File: config.mk
export PLATFORM = sky130hd
export DESIGN_NAME = fetch_unit_flat
export DESIGN_NICKNAME = d
export VERILOG_FILES = /design/src/rtl/fetch_unit_pkg.sv /design/src/rtl/fetch_unit_if.sv /design/src/rtl/fetch_unit_pc_next_sel.sv /design/src/rtl/fetch_unit.sv /design/src/flat_wrapper.sv
export SDC_FILE = /design/constraint.sdc
export NUM_CORES = 1
export LEC_CHECK = 0
export ABC_CLOCK_PERIOD_IN_PS = 1900
export CAP_MARGIN = 25
export CORE_MARGIN = 3
export CORE_UTILIZATION = 39
export DETAILED_ROUTE_END_ITERATION = 16
export GPL_TIMING_DRIVEN = 0
export HOLD_SLACK_MARGIN = 0.12
export PLACE_DENSITY = 0.8
export SLEW_MARGIN = 20
export SYNTH_ARGS = -nofsm -noshare
export SYNTH_HDL_FRONTEND = slang
export SYNTH_SLANG_ARGS = --single-unit
File: constraint.sdc
create_clock -name clk -period 1.9 [get_ports clk]
set_input_delay 0.19 -clock clk [delete_from_list [all_inputs] [get_ports clk]]
set_output_delay 0.19 -clock clk [all_outputs]
set_load 0.03 [all_outputs]
File: src/rtl/fetch_unit_pkg.sv
// fetch_unit_pkg: shared state encoding and reset constants for the fetch stage
package fetch_unit_pkg;
  typedef enum logic [1:0] {ST_IDLE, ST_FETCH, ST_HOLD, ST_HALT} state_t;
  localparam logic [31:0] NOP_INSTR = 32'h0000_0013;
  localparam logic [31:0] RESET_PC_DEFAULT = 32'h0000_0000;
endpackage

File: src/rtl/fetch_unit_if.sv
// fetch_unit_if: instruction-memory and core-side signals of the fetch stage
interface fetch_unit_if #(parameter int ADDR_W = 32);
  logic              imem_req;
  logic [ADDR_W-1:0] imem_addr;
  logic              imem_rvalid;
  logic [31:0]       imem_rdata;
  logic              instr_valid;
  logic              instr_ready;
  logic              PCSrc;
  logic [ADDR_W-1:0] PCTarget;
  logic [31:0]       Instr;
  logic [6:0]        Op;
  logic [2:0]        funct3;
  logic              funct7;
  logic [ADDR_W-1:0] PC;
  logic [ADDR_W-1:0] PCPlus4;
  logic [31:0]       instret;
  logic              fetch_err;
  modport master (
    output imem_req, imem_addr, instr_valid, Instr, Op, funct3, funct7, PC, PCPlus4, instret, fetch_err,
    input  imem_rvalid, imem_rdata, instr_ready, PCSrc, PCTarget
  );
  modport slave (
    input  imem_req, imem_addr, instr_valid, Instr, Op, funct3, funct7, PC, PCPlus4, instret, fetch_err,
    output imem_rvalid, imem_rdata, instr_ready, PCSrc, PCTarget
  );
endinterface

File: src/rtl/fetch_unit_pc_next_sel.sv
// pc_next_sel: PC+4, branch/jump next-PC mux and misaligned-target detection
module pc_next_sel #(parameter int ADDR_W = 32) (
  input  logic [ADDR_W-1:0] i_pc,
  input  logic              i_pc_src,
  input  logic [ADDR_W-1:0] i_pc_target,
  output logic [ADDR_W-1:0] o_pc_plus4,
  output logic [ADDR_W-1:0] o_pc_next,
  output logic              o_misalign
);
  assign o_pc_plus4 = i_pc + ADDR_W'(4);
  assign o_pc_next  = i_pc_src ? i_pc_target : o_pc_plus4;
  assign o_misalign = i_pc_src & (|i_pc_target[1:0]);
endmodule

File: src/rtl/fetch_unit.sv
// fetch_unit: single-outstanding instruction fetch with PC, instruction register and retire counter
module fetch_unit import fetch_unit_pkg::*; #(
  parameter int              ADDR_W   = 32,
  parameter logic [ADDR_W-1:0] RESET_PC = ADDR_W'(RESET_PC_DEFAULT)
) (
  input logic         clk,
  input logic         rst,
  fetch_unit_if.master bus
);
  state_t            r_state, w_next;
  logic [ADDR_W-1:0] r_pc, w_pc_plus4, w_pc_next;
  logic [31:0]       r_instr, r_instret;
  logic              r_err, w_misalign, w_retire;
  pc_next_sel #(.ADDR_W(ADDR_W)) u_pc_next_sel (
    .i_pc        (r_pc),
    .i_pc_src    (bus.PCSrc),
    .i_pc_target (bus.PCTarget),
    .o_pc_plus4  (w_pc_plus4),
    .o_pc_next   (w_pc_next),
    .o_misalign  (w_misalign)
  );
  always_ff @(posedge clk or negedge rst) begin
    if (!rst) begin
      r_state   <= ST_IDLE;
      r_pc      <= RESET_PC;
      r_instr   <= NOP_INSTR;
      r_instret <= '0;
      r_err     <= 1'b0;
    end else begin
      r_state <= w_next;
      if (r_state == ST_FETCH && bus.imem_rvalid) r_instr <= bus.imem_rdata;
      if (w_retire) begin
        r_instret <= r_instret + 32'd1;
        if (w_misalign) r_err <= 1'b1;
        else r_pc <= w_pc_next;
      end
    end
  end
  always_comb begin
    w_retire = (r_state == ST_HOLD) && bus.instr_ready;
    w_next   = r_state;
    case (r_state)
      ST_IDLE:  w_next = ST_FETCH;
      ST_FETCH: w_next = bus.imem_rvalid ? ST_HOLD : ST_FETCH;
      ST_HOLD:  w_next = !w_retire ? ST_HOLD : (w_misalign ? ST_HALT : ST_FETCH);
      default:  w_next = ST_HALT;
    endcase
  end
  assign bus.imem_req    = r_state == ST_FETCH;
  assign bus.imem_addr   = r_pc;
  assign bus.instr_valid = r_state == ST_HOLD;
  assign bus.Instr       = r_instr;
  assign bus.Op          = r_instr[6:0];
  assign bus.funct3      = r_instr[14:12];
  assign bus.funct7      = r_instr[30];
  assign bus.PC          = r_pc;
  assign bus.PCPlus4     = w_pc_plus4;
  assign bus.instret     = r_instret;
  assign bus.fetch_err   = r_err;
endmodule

File: src/flat_wrapper.sv
// flat-port wrapper written by rule: the top's interface ports become plain ports
module fetch_unit_flat import fetch_unit_pkg::*;
#(
  parameter int              ADDR_W   = 32,
  parameter logic [ADDR_W-1:0] RESET_PC = ADDR_W'(RESET_PC_DEFAULT)
)
  (clk, rst, bus_imem_req, bus_imem_addr, bus_instr_valid, bus_Instr, bus_Op, bus_funct3, bus_funct7, bus_PC, bus_PCPlus4, bus_instret, bus_fetch_err, bus_imem_rvalid, bus_imem_rdata, bus_instr_ready, bus_PCSrc, bus_PCTarget);
  fetch_unit_if #(.ADDR_W(ADDR_W)) bus_i ();
  input logic clk;
  input logic rst;
  output wire logic [$bits(bus_i.imem_req)-1:0] bus_imem_req;
  output wire logic [$bits(bus_i.imem_addr)-1:0] bus_imem_addr;
  output wire logic [$bits(bus_i.instr_valid)-1:0] bus_instr_valid;
  output wire logic [$bits(bus_i.Instr)-1:0] bus_Instr;
  output wire logic [$bits(bus_i.Op)-1:0] bus_Op;
  output wire logic [$bits(bus_i.funct3)-1:0] bus_funct3;
  output wire logic [$bits(bus_i.funct7)-1:0] bus_funct7;
  output wire logic [$bits(bus_i.PC)-1:0] bus_PC;
  output wire logic [$bits(bus_i.PCPlus4)-1:0] bus_PCPlus4;
  output wire logic [$bits(bus_i.instret)-1:0] bus_instret;
  output wire logic [$bits(bus_i.fetch_err)-1:0] bus_fetch_err;
  input wire logic [$bits(bus_i.imem_rvalid)-1:0] bus_imem_rvalid;
  input wire logic [$bits(bus_i.imem_rdata)-1:0] bus_imem_rdata;
  input wire logic [$bits(bus_i.instr_ready)-1:0] bus_instr_ready;
  input wire logic [$bits(bus_i.PCSrc)-1:0] bus_PCSrc;
  input wire logic [$bits(bus_i.PCTarget)-1:0] bus_PCTarget;
  assign bus_imem_req = bus_i.imem_req;
  assign bus_imem_addr = bus_i.imem_addr;
  assign bus_instr_valid = bus_i.instr_valid;
  assign bus_Instr = bus_i.Instr;
  assign bus_Op = bus_i.Op;
  assign bus_funct3 = bus_i.funct3;
  assign bus_funct7 = bus_i.funct7;
  assign bus_PC = bus_i.PC;
  assign bus_PCPlus4 = bus_i.PCPlus4;
  assign bus_instret = bus_i.instret;
  assign bus_fetch_err = bus_i.fetch_err;
  assign bus_i.imem_rvalid = bus_imem_rvalid;
  assign bus_i.imem_rdata = bus_imem_rdata;
  assign bus_i.instr_ready = bus_instr_ready;
  assign bus_i.PCSrc = bus_PCSrc;
  assign bus_i.PCTarget = bus_PCTarget;
  fetch_unit #(.ADDR_W(ADDR_W), .RESET_PC(RESET_PC)) u_core (.clk(clk), .rst(rst), .bus(bus_i));
endmodule
* After elaboration in Yosys (flattened, before gate mapping)
Index checks and enable logic that the tools add are counted.
Word-level totals: bits in registers 99, logic and storage cells 22, input port bits 69
Operators by class: reduce and logical (&&, ||, !) cells 6, muxes and demuxes 5, eq/ne operators 2, bitwise gates (word level) 2, add/sub/neg operators 2
Operator list (number):
- $add 32x1->32 const B | 1
- $add 32x3->32 const B | 1
- $mux 32 | 1
- $mux 2 | 3
- $pmux 2 s3 | 1
- $reduce_and 2->1 | 2
- $eq 2x1->1 const B | 1
- $eq 2x2->1 const B | 1
- $logic_and 1x1->1 | 2
- $logic_not 2->1 | 1
- $reduce_or 2->1 | 1
- $and 1x1->1 | 1
- $not 1->1 | 1

* Logic depth before layout (Yosys ltp)
Gate-level depths: netlist of the first run.
depth in word-level cells 5, gate-level depth with buffers 6, depth with buffers taken out 5

* Hierarchy
A second synthesis of the first run with hierarchy kept.
Second synthesis, totals: cell total of the unflattened synthesis 494, area total of the unflattened synthesis 5436.5 um2
Modules (own cells, without submodules):
- fetch_unit | times used 1, seq. area each 2481.1 um2, cells each 320, area each 4309.1 um2
- pc_next_sel | times used 1, seq. area each 0.0 um2, cells each 174, area each 1127.3 um2

* Worst setup path after synthesis of the first run
Ideal clock, no wire load.
kind reg-to-output, start point reg u_core.r_pc[11] (netlist: u_core.bus.PC[11]), end point out bus_PCPlus4[27], arrival 2.532 ns, cell stages (with the launch flop) 7, slack -0.822 ns, buffers on the path 2, required time 1.710 ns, cell sequence dfrtp_1 buf_2 nand3_1 or4_1 clkbuf_1 or3_2 xnor2_1
Between the ends: cells in the longest elaborated chain, start to end 1
Ends and longest elaborated chain:
- start: declaration | RTL line fetch_unit.sv:11 | logic [ADDR_W-1:0] r_pc, w_pc_plus4, w_pc_next;
- start signal: assignment | RTL line fetch_unit.sv:35 | else r_pc <= w_pc_next;
- $add 32x3->32 | RTL line fetch_unit_pc_next_sel.sv:10 | assign o_pc_plus4 = i_pc + ADDR_W'(4);
- end: declaration | RTL line flat_wrapper.sv:19 | output wire logic [$bits(bus_i.PCPlus4)-1:0] bus_PCPlus4;
Every way passes these cells.

* Final worst setup path of the first run
start point reg u_core.r_pc[5] (netlist: u_core.bus.PC[5]), end point out bus_PCPlus4[22]
The elaborated chain is that of the path after synthesis.

==> flow_summary.yaml, run 1 <==
die:
  die-area_mm2: 0.0159
  io_pins: 243
  start_util_pct: 40.3
  core_mm2: 0.0140
  die_w_um: 126
  die_h_um: 126
  row_count: 43
layout:
  drive_gt1_share_pct: 36.4
  fin_nets: 953
  layout_common_cells: "196 x clkdlybuf4s50_1, 110 x buf_4, 66 x dfrtp_1"
  stdcell_area_mm2: 0.00987
  fin_cells: 1067
  final_common_cell: "clkdlybuf4s50_1"
  antenna_cells: 0
  fillers: 997
  syn_to_final_growth_pct: 75.0
detailed_routing:
  antenna_left: 0
  wl_um: 21000
  vias: 6005
  drc: 0
  firstDrtPassIters: 5
  vias_per_cell: 5.63
  wl_per_cell_um: 19.7
  drtIter0Drc: 514
outcome:
  violations: "negative setup slack"
  outcome: "finished with violations"
setup_path:
  path_class: "reg -> out"
  critPathArrivalTime_ns: 2.40
  reg2reg_from: "u_core.bus.PC[5]"
  reg2reg_slack_ns: -0.11
  crit_path_end_kind: "output pin"
  cp_max_fo: 5
  crit_path_start: "u_core.bus.PC[5]"
  r2r_cells: 6
  r2r-end: "u_core.bus.PC[18]"
  cp-endpoint: "bus_PCPlus4[22]"
  start_kind: "register"
  required_ns: 1.71
synthesis:
  async_reset_ff_share_pct: 100
  yosysSeqAreaShare_pct: 44.0
  syn_nets: 641
  synth_cell_types: 55
  syn_area_per_cell_um2: 9.90
  yosys_warnings: 0
  synth-edff-count: 0
  synthCells: 570
  ys_ff_latch: 99
  syn_area_mm2: 0.00564
  synthFlopType: "dfrtp_1"
place:
  dp_hpwl_um: 14700
  dpl-instance-area_mm2: 0.00872
  globalplace.congestion: 0.905
  dpl.cell_count: 992
  port_buffers: 241
power:
  power_mw: 13.5
  leakagePower_nw: 4.04
  ir_drop_mv: 1.42
  power.density_mw_per_mm2: 1370
min_path:
  hold_class: "in -> async"
timing:
  drv_slew: 0
  period_share_pct: 136
  clock.fmax_mhz: 386
  min_period_ns: 2.59
  whs_ns: 0.333
  slew_headroom_pct: 56.0
  setup_tns_ns: -10.23
  worst_slew_pin_slew_ns: 0.659
  setup_viol: 35
  hold_viol: 0
  rsz0062_at_grt: "true"
  clock_skew_ns: 0.00840
  setup_ws_ns: -0.689
cts:
  htree_levels: 3
  path_clk_slew_ns: 0.07
  cts.sinks: 99
  cts_root_buf: "clkbuf_16"
  cts_buffers: 9
  cts_tree: "yes"
  max-clock-path-buffers: 2
  clk-insertion-delay-late_ns: 0.35
global_routing:
  grt_max_degree: 56
  antenna_found_initial: 0
  track_usage_pct: 25.2
  grt_pass1_wl_um: 32200
  grt_pass1_vias: 6099
  grt-ovfl-total: 0
flow_run:
  cap_violations: 0
## cell usage after synthesis, types with 2 or more instances
cell	instances	area, µm²
nor3b_1	2	15.0
nand2b_1	2	12.5
o22ai_1	3	18.8
nor3_1	16	80.1
nand3_1	31	155
nor2_1	21	78.8
mux2_2	32	360
buf_2	4	20.0
nand4_2	2	25.0
nand2_1	34	128
dfrtp_1	96	2400
o311ai_0	6	52.6
nor2b_1	4	25.0
buf_4	46	345
o2bb2ai_1	4	35.0
and3_1	9	56.3
ha_1	2	25.0
o41ai_1	4	35.0
or4_1	7	52.6
a21oi_1	11	55.1
xnor2_1	49	429
mux2i_1	2	20.0
a22oi_1	3	22.5
nor4_1	10	62.6
or2_2	4	25.0
and4_1	6	52.6
nand4b_1	3	26.3
nand4_1	38	238
a2bb2oi_1	3	26.3
a31oi_1	5	31.3
o21ai_0	13	65.1
a21boi_0	12	90.1
inv_1	13	48.8
dfstp_2	3	78.8
o211ai_1	13	97.6
or3_1	7	43.8
clkbuf_1	23	86.3
xor2_1	9	78.8
o31a_1	2	17.5
## power by group
group	switching [mW]	internal (mW)
Combinational	4.50	3.71
Sequential	0.647	2.76
Clock	0.845	1.04
## state kept, by name (all words and copies together), names as in the netlist
name                  flops
u_core.bus.Instr         32
u_core.bus.PC            32
u_core.bus.fetch_err      1
u_core.bus.instret       32
u_core.r_state            2
## timing repair
action                                  in CTS  in global routing
cloned                                       0                  0
pin swaps                                   20                 29
gates resized for setup                    229                 73
endpoints found under the hold margin       44                  0
hold buffers                                 1                  0
endpoints found under the setup margin      75                 87
buffers inserted                            48                 16
## final cells by class
cell class                 count  area [µm²]  area share [%]
buffer                        71         483            4.89
clock buffer                  10         229            2.32
clock inverter                 6        73.8           0.748
inverter                      14        52.6           0.532
multi-input combinational    382        3360            34.0
sequential                    99        2520            25.5
tap                          180         225            2.28
timing repair buffer         305        2930            29.7
## worst min-delay path by stage
| stage | endpoint | slack [ns] | cells after the start |
|---|---|---|---|
| 3_3_place_gp | u_core.bus.fetch_err | 0.46 | 2 |
| 5_1_grt | u_core.bus.instret[22] | 0.37 | 2 |
| 3_5_place_dp | u_core.bus.instret[22] | 0.14 | 1 |
| 2_1_floorplan | u_core.bus.Instr[10] | -0.11 | 0 |
| 6_report | u_core.bus.Instr[20] | 0.33 | 2 |
| 4_1_cts | u_core.bus.instret[22] | 0.33 | 2 |
## critical path, stage by stage (launching register included)
cell	delay, ns
dfrtp_2	0.38
buf_6	0.12
nand4_4	0.09
or4_4	0.56
or4_4	0.60
xnor2_4	0.15
buf_6	0.15
## kinds of logic (layout without fill, tap and decap cells)
| kind of cell | count (synthesis) | after routing | synth area share, % |
|---|---|---|---|
| DFF | 99 | 99 | 44.0 |
| AOI/OAI and AO/OA | 86 | 86 | 10.7 |
| adders and majority gates | 2 | 2 | 0.443 |
| buffers and inverters | 89 | 406 | 9.20 |
| muxes | 34 | 34 | 6.74 |
| xor gates and xnor gates | 58 | 58 | 9.00 |
| and+or+nand+nor | 202 | 202 | 19.9 |
## per-layer routing
metal  global-route usage [%]  vias up  wire [µm]
li1                         -     2673          -
met1                     30.8     2906       8130
met2                     42.6      371      10400
met3                     5.94       55       1880
met4                     10.7        0        611
met5                        0        -          0
## stage by stage
stage	utilization, %	worst slack (ns)
global placement	62.1	-3.42
global route	70.6	-0.745
floorplan	-	-0.383
detailed placement	62.3	-0.972
finish	70.6	-0.689
CTS	68.2	-0.663
Power figures use the tool's default switching activity.
==> run 2: changes to the inputs <==
Settings changed: CTS_CLUSTER_SIZE set to 20, RECOVER_POWER set to 25.
==> flow_summary.yaml, run 2 (synthesis results as in run 1) <==
detailed_routing:
  antenna_left: 0
  drc: 0
  vias_per_cell: 5.59
  drtIter0Drc: 516
  wl_per_cell_um: 19.7
  vias: 5967
  wl_um: 21000
  firstDrtPassIters: 5
die:
  core_mm2: 0.0140
  die-area_mm2: 0.0159
  row_count: 43
  start_util_pct: 40.3
  die_h_um: 126
  die_w_um: 126
  io_pins: 243
layout:
  drive_gt1_share_pct: 36.4
  syn_to_final_growth_pct: 74.6
  layout_common_cells: "196 x clkdlybuf4s50_1, 110 x buf_4, 66 x dfrtp_1"
  fin_nets: 953
  antenna_cells: 0
  final_common_cell: "clkdlybuf4s50_1"
power:
  leakagePower_nw: 4.03
  power_mw: 13.5
  power.density_mw_per_mm2: 1370
  ir_drop_mv: 1.42
cts:
  cts_root_buf: "clkbuf_16"
  clk-insertion-delay-late_ns: 0.35
  cts.sinks: 99
  max-clock-path-buffers: 2
  htree_levels: 3
  path_clk_slew_ns: 0.07
  cts_buffers: 9
  cts_tree: "yes"
global_routing:
  track_usage_pct: 25.2
  antenna_found_initial: 0
  grt_pass1_vias: 6099
  grt_pass1_wl_um: 32200
  grt-ovfl-total: 0
  grt_max_degree: 56
timing:
  whs_ns: 0.453
  clock_skew_ns: 0.00825
  setup_ws_ns: -0.690
  hold_viol: 0
  rsz0062_at_grt: "true"
  period_share_pct: 136
  drv_slew: 0
  setup_tns_ns: -10.26
  slew_headroom_pct: 28.8
  worst_slew_pin_slew_ns: 1.07
  setup_viol: 35
  min_period_ns: 2.59
  clock.fmax_mhz: 386
flow_run:
  cap_violations: 0
place:
  port_buffers: 241
  globalplace.congestion: 0.905
  pre_cts_ws_ns: -0.972
  dp_hpwl_um: 14700
outcome:
  outcome: "finished with violations"
  violations: "negative setup slack"
setup_path:
  crit_path_end_kind: "output pin"
  start_kind: "register"
  path_class: "reg -> out"
  cp_max_fo: 5
  critPathArrivalTime_ns: 2.40
  required_ns: 1.71
min_path:
  hold_class: "in -> reg"
## run 2: cell types whose count changed in the layout (fill, tap and decap cells not counted), sizes merged
cell / before / now
clkbuf: 33 / 34
buf: 148 / 147
## run 2: path summary, 6_finish.rpt
check                                           from                endpoint  slack (ns)  cells past startpoint
worst max-delay path                u_core.bus.PC[5]         bus_PCPlus4[22]       -0.69                      6
worst min-delay path               bus_imem_rdata[4]     u_core.bus.Instr[4]        0.45                      2
worst max register to register      u_core.bus.PC[5]       u_core.bus.PC[18]       -0.11                      6
worst min register to register  u_core.bus.fetch_err    u_core.bus.fetch_err        0.48                      2
max in group asynchronous                        rst        u_core.bus.PC[8]        0.21                      3
min in group asynchronous                        rst  u_core.bus.instret[21]        0.58                      2
## run 2: worst max-delay path, stage by stage (launching register included)
cell	delay [ns]
dfrtp_2	0.38
buf_6	0.12
nand4_4	0.09
or4_4	0.56
or4_4	0.60
xnor2_4	0.15
buf_6	0.15
## run 2: layer usage
layer	wire length, µm	GRT usage, %	vias to the layer above
met2	10400	42.6	357
li1	-	-	2671
met4	641	10.7	0
met1	8050	30.8	2885
met3	1930	5.94	54
met5	0	0	-
## run 2: report_power, final
part	switching (mW)	internal, mW
Combinational	4.50	3.70
Sequential	0.646	2.76
Clock	0.842	1.04
Total	5.99	7.50
## run 2: what timing repair did
action / 4_1_cts / 5_1_grt
pin swaps: 20 / 29
resized for setup: 229 / 73
setup buffers: 48 / 16
endpoints found under the hold margin: 44 / 0
setup endpoints to repair: 75 / 87
hold buffers: 1 / 0
## run 2: layout make-up
class / instances / area (µm²)
Timing Repair Buffer: 305 / 2910
Multi-Input combinational cell: 382 / 3360
Inverter: 14 / 52.6
Buffer: 71 / 483
Clock inverter: 6 / 73.8
Sequential cell: 99 / 2520
Clock buffer: 10 / 229
Tap cell: 180 / 225
Fill cell: 1001 / 4140
## run 2: stage by stage
| step | cells | area, µm² | util, % |
|---|---|---|---|
| finish | 1067 | 9850 | 70.4 |
| floorplan | 570 | 6050 | - |
| CTS | 1053 | 9540 | 68.2 |
| global placement | 991 | 8690 | 62.1 |
| detailed placement | 992 | 8720 | 62.3 |
| global route | 1067 | 9850 | 70.4 |
